==> config.mk <==
export PLATFORM = sky130hd
export DESIGN_NAME = uart_tx_fifo
export DESIGN_NICKNAME = d
export VERILOG_FILES = /design/src/rtl/uart_tx_fifo.sv
export SDC_FILE = /design/constraint.sdc
export NUM_CORES = 1
export LEC_CHECK = 0
export CAP_MARGIN = 40
export CORE_UTILIZATION = 60
export DETAILED_ROUTE_END_ITERATION = 7
export HOLD_SLACK_MARGIN = 0.08
export PLACE_DENSITY_LB_ADDON = 0.12
export SLEW_MARGIN = 0
export SYNTH_ARGS = -nofsm -noshare
export SYNTH_HDL_FRONTEND = slang
export SYNTH_SLANG_ARGS = --single-unit
export TNS_END_PERCENT = 30
==> constraint.sdc <==
create_clock -name uart_clk -period 4 [get_ports uart_clk]
set_input_delay 0.6 -clock uart_clk [delete_from_list [all_inputs] [get_ports uart_clk]]
set_output_delay 0.6 -clock uart_clk [all_outputs]
set_load 0.05 [all_outputs]
==> src/rtl/uart_tx_fifo.sv <==
// Buffered UART transmitter: a small character FIFO feeds a holding register
// through a fetch FSM, and an 8N1-style serializer shifts it out on baud_tick.
module uart_tx_fifo #(
    parameter int FIFO_DEPTH = 8,
    parameter int DATA_WIDTH = 8
) (
    input  logic                  uart_clk,
    input  logic                  uart_rst_n,
    input  logic [DATA_WIDTH-1:0] wr_data,
    input  logic                  wr_en,
    output logic                  wr_full,
    input  logic                  baud_tick,
    output logic                  tx_serial,
    output logic                  tx_empty,
    output logic                  tx_active,
    output logic [3:0]            tx_level
);

    localparam int AW = (FIFO_DEPTH > 1) ? $clog2(FIFO_DEPTH) : 1;
    localparam int BW = (DATA_WIDTH > 1) ? $clog2(DATA_WIDTH) : 1;
    localparam logic [AW-1:0] LAST_PTR  = AW'(FIFO_DEPTH - 1);
    localparam logic [BW-1:0] LAST_BIT  = BW'(DATA_WIDTH - 1);
    localparam logic [3:0]    DEPTH_LVL = 4'(FIFO_DEPTH);

    typedef enum logic [1:0] {F_IDLE, F_FETCHING, F_READY} fetch_state_t;
    typedef enum logic [1:0] {T_IDLE, T_START, T_DATA, T_STOP} tx_state_t;

    logic [DATA_WIDTH-1:0] mem [FIFO_DEPTH];
    logic [AW-1:0]         wr_ptr;
    logic [AW-1:0]         rd_ptr;
    logic [3:0]            count;
    logic [DATA_WIDTH-1:0] pop_data;
    logic                  push;
    logic                  pop;

    fetch_state_t          fstate, fstate_nxt;
    logic [DATA_WIDTH-1:0] hold_reg;
    logic                  hold_valid;
    logic                  accepted;
    logic                  hold_load;
    logic                  set_accept;
    logic                  hold_release;

    tx_state_t             tstate, tstate_nxt;
    logic [DATA_WIDTH-1:0] shift_reg;
    logic [BW-1:0]         bit_cnt;
    logic                  tx_valid;

    function automatic logic [AW-1:0] ptr_inc(input logic [AW-1:0] p);
        return (p == LAST_PTR) ? '0 : p + 1'b1;
    endfunction

    assign wr_full   = (count == DEPTH_LVL);
    assign tx_empty  = (count == 4'd0);
    assign tx_level  = count;
    assign push      = wr_en && !wr_full;
    assign tx_valid  = hold_valid;
    assign tx_active = (tstate != T_IDLE);

    // Popped data lands in pop_data; the fetch FSM moves it to hold_reg a cycle later.
    always_ff @(posedge uart_clk) begin
        if (!uart_rst_n) begin
            for (int i = 0; i < FIFO_DEPTH; i++) mem[i] <= '0;
            wr_ptr   <= '0;
            rd_ptr   <= '0;
            count    <= 4'd0;
            pop_data <= '0;
        end else begin
            if (push) begin
                mem[wr_ptr] <= wr_data;
                wr_ptr      <= ptr_inc(wr_ptr);
            end
            if (pop) begin
                pop_data <= mem[rd_ptr];
                rd_ptr   <= ptr_inc(rd_ptr);
            end
            case ({push, pop})
                2'b10:   count <= count + 4'd1;
                2'b01:   count <= count - 4'd1;
                default: count <= count;
            endcase
        end
    end

    always_ff @(posedge uart_clk) begin
        if (!uart_rst_n) fstate <= F_IDLE;
        else             fstate <= fstate_nxt;
    end

    always_comb begin
        fstate_nxt   = fstate;
        pop          = 1'b0;
        hold_load    = 1'b0;
        set_accept   = 1'b0;
        hold_release = 1'b0;
        case (fstate)
            F_IDLE: begin
                if (!tx_empty) begin
                    pop        = 1'b1;
                    fstate_nxt = F_FETCHING;
                end
            end
            F_FETCHING: begin
                hold_load  = 1'b1;
                fstate_nxt = F_READY;
            end
            F_READY: begin
                if (tx_active && !accepted) begin
                    set_accept = 1'b1;
                end else if (!tx_active && accepted) begin
                    hold_release = 1'b1;
                    if (!tx_empty) begin
                        pop        = 1'b1;
                        fstate_nxt = F_FETCHING;
                    end else begin
                        fstate_nxt = F_IDLE;
                    end
                end
            end
            default: fstate_nxt = F_IDLE;
        endcase
    end

    // accepted marks that the serializer has latched hold_reg, so the slot can be refilled once the frame ends.
    always_ff @(posedge uart_clk) begin
        if (!uart_rst_n) begin
            hold_reg   <= '0;
            hold_valid <= 1'b0;
            accepted   <= 1'b0;
        end else if (hold_load) begin
            hold_reg   <= pop_data;
            hold_valid <= 1'b1;
            accepted   <= 1'b0;
        end else if (set_accept) begin
            accepted   <= 1'b1;
        end else if (hold_release) begin
            hold_valid <= 1'b0;
            accepted   <= 1'b0;
        end
    end

    always_ff @(posedge uart_clk) begin
        if (!uart_rst_n) tstate <= T_IDLE;
        else             tstate <= tstate_nxt;
    end

    always_comb begin
        tstate_nxt = tstate;
        if (baud_tick) begin
            case (tstate)
                T_IDLE:  if (tx_valid) tstate_nxt = T_START;
                T_START: tstate_nxt = T_DATA;
                T_DATA:  if (bit_cnt == LAST_BIT) tstate_nxt = T_STOP;
                T_STOP:  tstate_nxt = T_IDLE;
                default: tstate_nxt = T_IDLE;
            endcase
        end
    end

    always_ff @(posedge uart_clk) begin
        if (!uart_rst_n) begin
            shift_reg <= '0;
            bit_cnt   <= '0;
            tx_serial <= 1'b1;
        end else if (baud_tick) begin
            case (tstate)
                T_IDLE: begin
                    if (tx_valid) begin
                        shift_reg <= hold_reg;
                        tx_serial <= 1'b0;
                    end
                end
                T_START: begin
                    tx_serial <= shift_reg[0];
                    shift_reg <= shift_reg >> 1;
                    bit_cnt   <= '0;
                end
                T_DATA: begin
                    if (bit_cnt == LAST_BIT) begin
                        tx_serial <= 1'b1;
                    end else begin
                        tx_serial <= shift_reg[0];
                        shift_reg <= shift_reg >> 1;
                        bit_cnt   <= bit_cnt + 1'b1;
                    end
                end
                default: tx_serial <= 1'b1;
            endcase
        end
    end

endmodule

# Word-level counts from Yosys, hierarchy flattened
# Memories as Yosys holds them, arrays and structs flattened. A register that Yosys moved wholly into a read port is not among the register bits.
# Cells that the tools add are included.
[totals]
output_inout_bits = 8
memories = 1
rom_bits = 0
mem_bits_rw = 64
in_bits = 12
reg_bits = 36
latch_bits = 0
[memory_table]
columns = ["memory", "depth", "width", "read_ports", "rd_clocked_by_memory_dff", "write_ports", "line_no", "text"]
rows = [
  ["mem", 8, 8, 1, 1, 8, "28", "logic [DATA_WIDTH-1:0] mem [FIFO_DEPTH];"],
]
[classes]
addsub = 5
mul = 0
n_bitwise = 1
shift = 0
muxes = 40
div_mod_pow = 0
n_reduce_logical = 24
magnitude_cmp = 0
eq_ne = 18
[op_table]
columns = ["cell", "n"]
rows = [
  ["$mux 8", 3],
  ["$pmux 8 s3", 1],
  ["$mux 1", 21],
  ["$ne 2x2->1 const B", 7],
  ["$mux 3", 4],
  ["$mux 2", 5],
  ["$reduce_bool 2->1", 5],
  ["$add 3x1->3 const B", 3],
  ["$eq 3x3->1 const B", 3],
  ["$reduce_and 3->1", 3],
  ["$eq 2x2->1 const B", 4],
  ["$pmux 2 s4", 1],
  ["$pmux 4 s2", 1],
  ["$reduce_or 8->1", 1],
  ["$eq 2x1->1 const B", 3],
  ["$pmux 2 s3", 1],
  ["$pmux 3 s2", 1],
  ["$add 4x1->4 const B", 1],
  ["$eq 4x4->1 const B", 1],
  ["$logic_not 1->1", 4],
  ["$logic_not 2->1", 2],
  ["$logic_not 4->1", 1],
  ["$reduce_and 2->1", 2],
  ["$reduce_and 4->1", 1],
  ["7 further kinds", 9],
]

# Depth between registers and ports, before layout
# Gate-level depths: netlist of the first run.
[depth]
ltp_word = 9
mapped_depth = 12

# Worst setup path after synthesis of the first run
# OpenSTA, ideal clock, no wires.
[synth_timing]
kind = "reg-to-reg"
startpoint = "register count[0] (netlist: tx_level[0])"
endpoint = "register count[3] (netlist: tx_level[3])"
t_arrival_ps = 4061
slack_ps = -132
synth_period_minus_slack_ps = 4132
setup_time_ps = 72
stages_incl_launch_ff = 11
cell_sequence = "dfxtp_1 > nor4_1 > a211oi_2 > buf_2 > buf_6 > ha_1 > ha_1 > a21o_2 > a21oi_1 > mux2i_1 > mux2i_1"
[synth_between]
elab_chain_len = 7
elab_cells_between_ends = 14
cone_classes = "2 x add/sub; 3 x eq/ne; 5 x mux; 4 x reduce/logical"
[synth_lines]
columns = ["item", "line_no", "text"]
rows = [
  ["start, declared", "31", "logic [3:0] count;"],
  ["start signal, assigned", "78", "2'b10: count <= count + 4'd1;"],
  ["start signal, assigned", "79", "2'b01: count <= count - 4'd1;"],
  ["start signal, assigned", "80", "default: count <= count;"],
  ["$logic_not 4->1 (*)", "54", "assign tx_empty = (count == 4'd0);"],
  ["via tx_empty", "14", "output logic tx_empty,"],
  ["$mux 1 (*)", "98, 112", ""],
  ["$mux 1", "110", "end else if (!tx_active && accepted) begin"],
  ["$mux 1", "108", "if (tx_active && !accepted) begin"],
  ["$pmux 1 s2 (*)", "96", "case (fstate)"],
  ["via pop", "34", "logic pop;"],
  ["$eq 2x1->1 / $eq 2x2->1 (equally long branches)", "77", "case ({push, pop})"],
  ["$pmux 4 s2 / $reduce_bool 2->1 (equally long branches)", "-", ""],
]
# Mark *: on every way through the listed nets, which the timed path passes. The rest lies on a longest branch.
# A chain may end at the register's enable or synchronous reset.

# Worst setup path after layout of the first run
[layout_timing]
startpoint = "register count[0] (netlist: tx_level[0])"
endpoint = "output port wr_full"
[layout_between]
elab_chain_len = 1
[layout_lines]
columns = ["item", "line_no", "text"]
rows = [
  ["$eq 4x4->1", "53", "assign wr_full = (count == DEPTH_LVL);"],
  ["end, declared", "11", "output logic wr_full,"],
]
# Every way passes these cells.

==> impl_metrics.tcl, run 1 <==
set metrics [dict create \
    status "finished clean" \
    n_antenna_cell 0 \
    start_util_pct 61.7 \
    wl_met2_mm 5.12 \
    hold_start "pop_data[3]" \
    cts_setup_buffers 0 \
    wl_per_cell_um 17.5 \
    yosysUniqueCellTypes 46 \
    first_iter_violations 171 \
    yosys_register_bits 108 \
    num-fill-cells 649 \
    postSynthNetCount 442 \
    layout_setup_ws_ns 1.03 \
    cp-end-kind "output port" \
    grt-ovfl-total 0 \
    synth_top_area_share_pct 38.1 \
    port_buffers 19 \
    power_density_nw_per_um2 572 \
    clock_path_buffers 2 \
    reg2reg_from "tx_level[0]" \
    wirelength_mm 9.52 \
    setup_violations 0 \
    cp_cell_sequence "or4b_1, inv_1, clkdlybuf4s50_1" \
    hold_depth 2 \
    routed-wl-met3_um 352 \
    syn_inst 415 \
    max_cap_viol_count 0 \
    grt_use_total_pct 24.1 \
    finalSetupTns_ns 0 \
    grt_start_max_net_pins 43 \
    fin_skew_ns 0.0182 \
    die_area_um2 8780 \
    seq_area_frac_synth_pct 55.6 \
    clk_pin_slew_ns 0.10 \
    coreArea_um2 8180 \
    grt_setup_unrepaired "no" \
    insertion_delay_ns 0.38 \
    path_max_fanout 7 \
    critPathKind "flip-flop to output port" \
    nets 460 \
    finalCritPeriodShare_pct 74.3 \
    rr_worst_depth 8 \
    synth_top_area_cell "edfxtp_1" \
    crit_path_max_incr_delay_ns 0.81 \
    finalCriticalPeriod_ns 2.97 \
    ff2ff_setup_slack_ns 1.29 \
    relSlewSlack_pct 39.5 \
    clock-sinks 108 \
    cts-root-buf "clkbuf_8" \
    tightest_slew_ns 0.902 \
    syn2layout_area_growth_pct 9.05 \
    synthTopCellsByArea "edfxtp_1 (38%), dfxtp_1 (17%), mux4_2 (7.1%), and2_1 (6.5%), mux2i_1 (4.0%)" \
    ys_warn_count 0 \
    yosys-top-cells-count "edfxtp_1 (64), and2_1 (52), nand2_1 (45)" \
    synth-edff-count 64 \
    topRoutingLayerUsed "met4" \
    antenna_found_initial 0 \
    ios 20 \
    synth_ff_type "edfxtp_1" \
    grt_pass1_wl_mm 15.4 \
    drc_errors 0 \
    viasPerCell 5.74 \
    ctsHoldBuffers 0 \
    syn_area_per_cell_um2 12.2 \
    vdd_drop_max_uv 270 \
    vias 3115 \
    hp-class "flip-flop to flip-flop" \
    first_pass_iters 5 \
    fmaxAchievable_mhz 336 \
    fp.dieW_um 93.7 \
    fin_total_pwr_mw 3.14 \
    async_flop_share_pct 0 \
    timing.final.hold_violations 0 \
    critPathSlowestCell "clkdlybuf4s50_1" \
    die_h_um 93.7 \
    grt_pass1_vias 3053 \
    gp_congestion 0.830 \
    rows 33 \
    cts_max_level 3 \
    cts_tree "built" \
    drt-met1-wl_mm 3.83 \
    maxSlewViolCount 0 \
    hold_end "hold_reg[3]" \
    largest-register "mem" \
    post_cts_resized 0 \
    worstPathRequired_ns 3.40 \
    cts_buffers 9 \
    worstReg2RegEnd "tx_level[3]" \
    syn_area_um2 5040 \
    drtAntennaViolNets 0 \
    hpwl_mm 6.74 \
    drive_gt1_share_pct 13.0 \
    yosysMostFrequentCell "edfxtp_1" \
    crit_path_start_kind "flip-flop" \
    static-leakage-power_nw 2.05 \
    largest_register_ffs 64 \
    pre_cts_slack_ns 1.14 \
    stdcell_area_um2 5500 \
    placed_area_um2 5320 \
    cp_data_arrival_time_ns 2.37 \
]
-- worst max-delay path: cells and delay by family (launching register included) --
family	cells	cell delay, ns
buffers and inverters	2	0.91
flip-flops	1	0.39
AND/OR/NAND/NOR	1	0.70
-- how the worst max path moves through the flow --
stage | from | to | slack [ns] | cells past startpoint
3_3_place_gp | wr_en | tx_level[3] | 1.20 | 8
4_1_cts | tx_level[1] | wr_full | 1.02 | 3
2_1_floorplan | tx_level[0] | tx_level[3] | 0.53 | 10
6_report | tx_level[0] | wr_full | 1.03 | 3
3_5_place_dp | wr_en | tx_level[3] | 1.14 | 8
5_1_grt | tx_level[1] | wr_full | 0.97 | 3
-- area by class of cell --
class	count	area, um2	share of cell area, %
flip-flops and latches	108	2800	51.0
well taps	105	131	2.39
clock buffers	9	124	2.25
repair buffers	30	273	4.96
multi-input cells	273	2070	37.6
inverters	11	41.3	0.751
clock inverters	7	61.3	1.11
-- cells in the final DEF (no fill, tap or decap), drive strengths merged, types with 4 or more instances in the layout --
cell | synthesis | routed
mux4 | 16 | 16
nor2b | 11 | 11
a21boi | 12 | 12
clkbuf | 10 | 9
o211a | 7 | 7
dfxtp | 44 | 44
a21oi | 10 | 10
nand2 | 45 | 45
nor2 | 24 | 24
o21ai | 24 | 24
and2 | 53 | 53
clkdlybuf4s50 | 0 | 19
nand3 | 4 | 4
nand2b | 4 | 4
mux2i | 20 | 20
buf | 13 | 11
ha | 14 | 14
edfxtp | 64 | 64
inv | 11 | 16
-- per-stage QoR --
stage / util [%] / hold slack, ns / cells
6_report: 67.3 / 0.463 / 543
5_1_grt: 67.3 / 0.495 / 543
4_1_cts: 67.3 / 0.457 / 543
3_5_place_dp: 65.0 / 0.456 / 527
3_3_place_gp: 65.0 / 0.451 / 527
2_1_floorplan: - / 0.438 / 415
-- per-layer routing --
layer	vias up	global-route usage [%]
met5	-	0
met2	67	42.7
met3	19	4.37
met1	1514	28.8
met4	0	9.87
li1	1515	-
-- power breakdown --
part / internal, mW / switching [mW]
Combinational: 0.458 / 0.590
Clock: 0.241 / 0.393
Sequential: 1.34 / 0.124
Total: 2.04 / 1.11
-- cell families after synthesis --
family,count (synthesis),synth area share (%)
AOI/OAI and AO/OA,68,9.06
xor gates and xnor gates,2,0.347
adders and majority gates,15,3.87
buffers and inverters,34,3.57
DFF,108,55.6
muxes,36,11.1
and+or+nand+nor,152,16.5
Note: power is estimated with default switching activity, not from simulation.
==> inputs of run 2 (changes only) <==
--- a/config.mk
+++ b/config.mk
@@ -6,7 +6,7 @@
 export NUM_CORES = 1
 export LEC_CHECK = 0
 export CAP_MARGIN = 40
-export CORE_UTILIZATION = 60
+export CORE_UTILIZATION = 55
 export DETAILED_ROUTE_END_ITERATION = 7
 export HOLD_SLACK_MARGIN = 0.08
 export PLACE_DENSITY_LB_ADDON = 0.12
==> constraint.sdc (replaced) <==
create_clock -name uart_clk -period 2.5 [get_ports uart_clk]
set_input_delay 0.375 -clock uart_clk [delete_from_list [all_inputs] [get_ports uart_clk]]
set_output_delay 0.375 -clock uart_clk [all_outputs]
set_load 0.05 [all_outputs]
==> impl_metrics.tcl, run 2 (same netlist as run 1, synthesis figures left out) <==
set metrics [dict create \
    antenna_found_initial 0 \
    critPathSlowestCell "clkdlybuf4s50_1" \
    tightest_slew_ns 0.643 \
    grt-ovfl-total 0 \
    power.switching_mw 1.80 \
    vias 3081 \
    cp_data_arrival_time_ns 1.97 \
    cts_tree "built" \
    most-common-layout-cells "edfxtp_1 (64), and2_1 (52), nand2_1 (45)" \
    hpwl_mm 6.80 \
    clk_pin_slew_ns 0.11 \
    finalCritPeriodShare_pct 93.7 \
    swShare_pct 34.2 \
    placed_area_um2 5450 \
    syn2layout_area_growth_pct 12.1 \
    clock_path_buffers 2 \
    nets 471 \
    die_area_um2 9560 \
    grt_setup_unrepaired "no" \
    p_comb_share_pct 34.5 \
    largest_register_ffs 64 \
    final_core_util_pct 64.2 \
    n_antenna_cell 0 \
    pre_cts_slack_ns 0.222 \
    cp_cell_sequence "nor4_4, clkdlybuf4s50_1" \
    drc_errors 2 \
    insertion_delay_ns 0.37 \
    critPathBufInv 1 \
    clockPowerShare_pct 21.0 \
    fp.dieW_um 97.8 \
    fin_skew_ns 0.0122 \
    coreArea_um2 8810 \
    die_h_um 97.8 \
    first_pass_iters 7 \
    wl_per_cell_um 17.0 \
    ios 20 \
    cts_setup_buffers 0 \
    largest-register "mem" \
    drtAntennaViolNets 0 \
    power_density_nw_per_um2 927 \
    wirelength_mm 9.45 \
    timing.final.hold_violations 0 \
    viasPerCell 5.53 \
    first_iter_violations 146 \
    hp-class "flip-flop to flip-flop" \
    cts-root-buf "clkbuf_8" \
    cp_top_family "buffers and inverters" \
    hold_slack_ns 0.464 \
    path_max_fanout 5 \
    drive_gt1_share_pct 16.9 \
    final_common_cell "edfxtp_1" \
    fmaxAchievable_mhz 427 \
    num-fill-cells 705 \
    grt_pass1_wl_mm 15.3 \
    rows 34 \
    layout_setup_ws_ns 0.158 \
    start_util_pct 57.3 \
    cp-end-kind "output port" \
    max_cap_viol_count 0 \
    cts_max_level 3 \
    vdd_drop_max_uv 400 \
    clock-sinks 108 \
    grt_pass1_vias 2977 \
    gp_congestion 0.847 \
    relSlewSlack_pct 57.0 \
    finalCriticalPeriod_ns 2.34 \
    crit_path_max_incr_delay_ns 0.88 \
    critPathKind "flip-flop to output port" \
    cts_buffers 9 \
    setup_violations 0 \
    status "finished, violations left" \
    worstPathRequired_ns 2.12 \
    port_buffers 19 \
    p_int_mw 3.45 \
    maxSlewViolCount 0 \
    grt_start_max_net_pins 43 \
    finalSetupTns_ns 0 \
    stdcell_area_um2 5650 \
    violations "design-rule violations" \
    crit_path_start_kind "flip-flop" \
    power.share.sequential_pct 44.4 \
    grt_use_total_pct 21.4 \
    static-leakage-power_nw 2.14 \
]
## run 2: cell count changes in the layout (fill, tap and decap cells not counted), sizes merged
| cell | before | now |
|---|---|---|
| clkbuf | 9 | 10 |
| buf | 11 | 23 |
| bufinv | 0 | 1 |
| clkdlybuf4s50 | 19 | 17 |
| inv | 16 | 15 |
| clkinv | 2 | 1 |
| dlymetal6s2s | 0 | 1 |
## run 2: power by group through the flow
stage	sequential, mW	combinational (mW)	clock (mW)
after CTS	2.33	1.83	1.13
after global placement	2.36	1.80	0
final	2.33	1.81	1.10
after floorplan	2.42	1.35	0
after global routing	2.36	1.99	1.17
after detailed placement	2.37	1.83	0
## run 2: worst paths after layout
| path | slack [ns] | startpoint | cells after the start | to |
|---|---|---|---|---|
| setup / recovery | 0.16 | tx_level[3] | 2 | tx_empty |
| hold / removal | 0.46 | pop_data[2] | 2 | hold_reg[2] |
| setup reg to reg | 0.22 | tx_level[0] | 8 | tx_level[3] |
| hold reg to reg | 0.46 | pop_data[2] | 2 | hold_reg[2] |
## run 2: cell type report
type	count	area (um2)	share of cell area [%]
Tap cell	108	135	2.39
Clock buffer	10	128	2.26
Inverter	11	41.3	0.730
Clock inverter	6	76.3	1.35
Sequential cell	108	2810	49.8
Multi-Input combinational cell	273	2100	37.2
Timing Repair Buffer	41	355	6.29
## run 2: through the flow
step | instances | power, mW
finish | 557 | 5.24
global route | 557 | 5.53
CTS | 557 | 5.29
detailed placement | 541 | 4.20
global placement | 541 | 4.16
floorplan | 415 | 3.77
## run 2: per-layer routing
layer	up-vias	track usage [%]	share of wire (%)
li1	1541	-	-
met1	1467	27.9	43
met2	64	36.1	50
met3	9	4.15	5.2
met4	0	7.46	1.4
met5	-	0	0
## run 2: timing repair
| action | CTS | global route |
|---|---|---|
| setup endpoints to repair | 0 | 1 |
| hold buffers | 0 | 0 |
| resized for setup | 0 | 1 |
| hold endpoints to repair | 0 | 0 |
## run 2: worst reg2reg max path: cells and delay by family (launching register included)
family / cells / cell delay, ns
AOI/OAI and AO/OA: 2 / 0.30
adders and majority gates: 2 / 0.38
DFF: 1 / 0.37
muxes: 2 / 0.40
and+or+nand+nor: 2 / 0.75
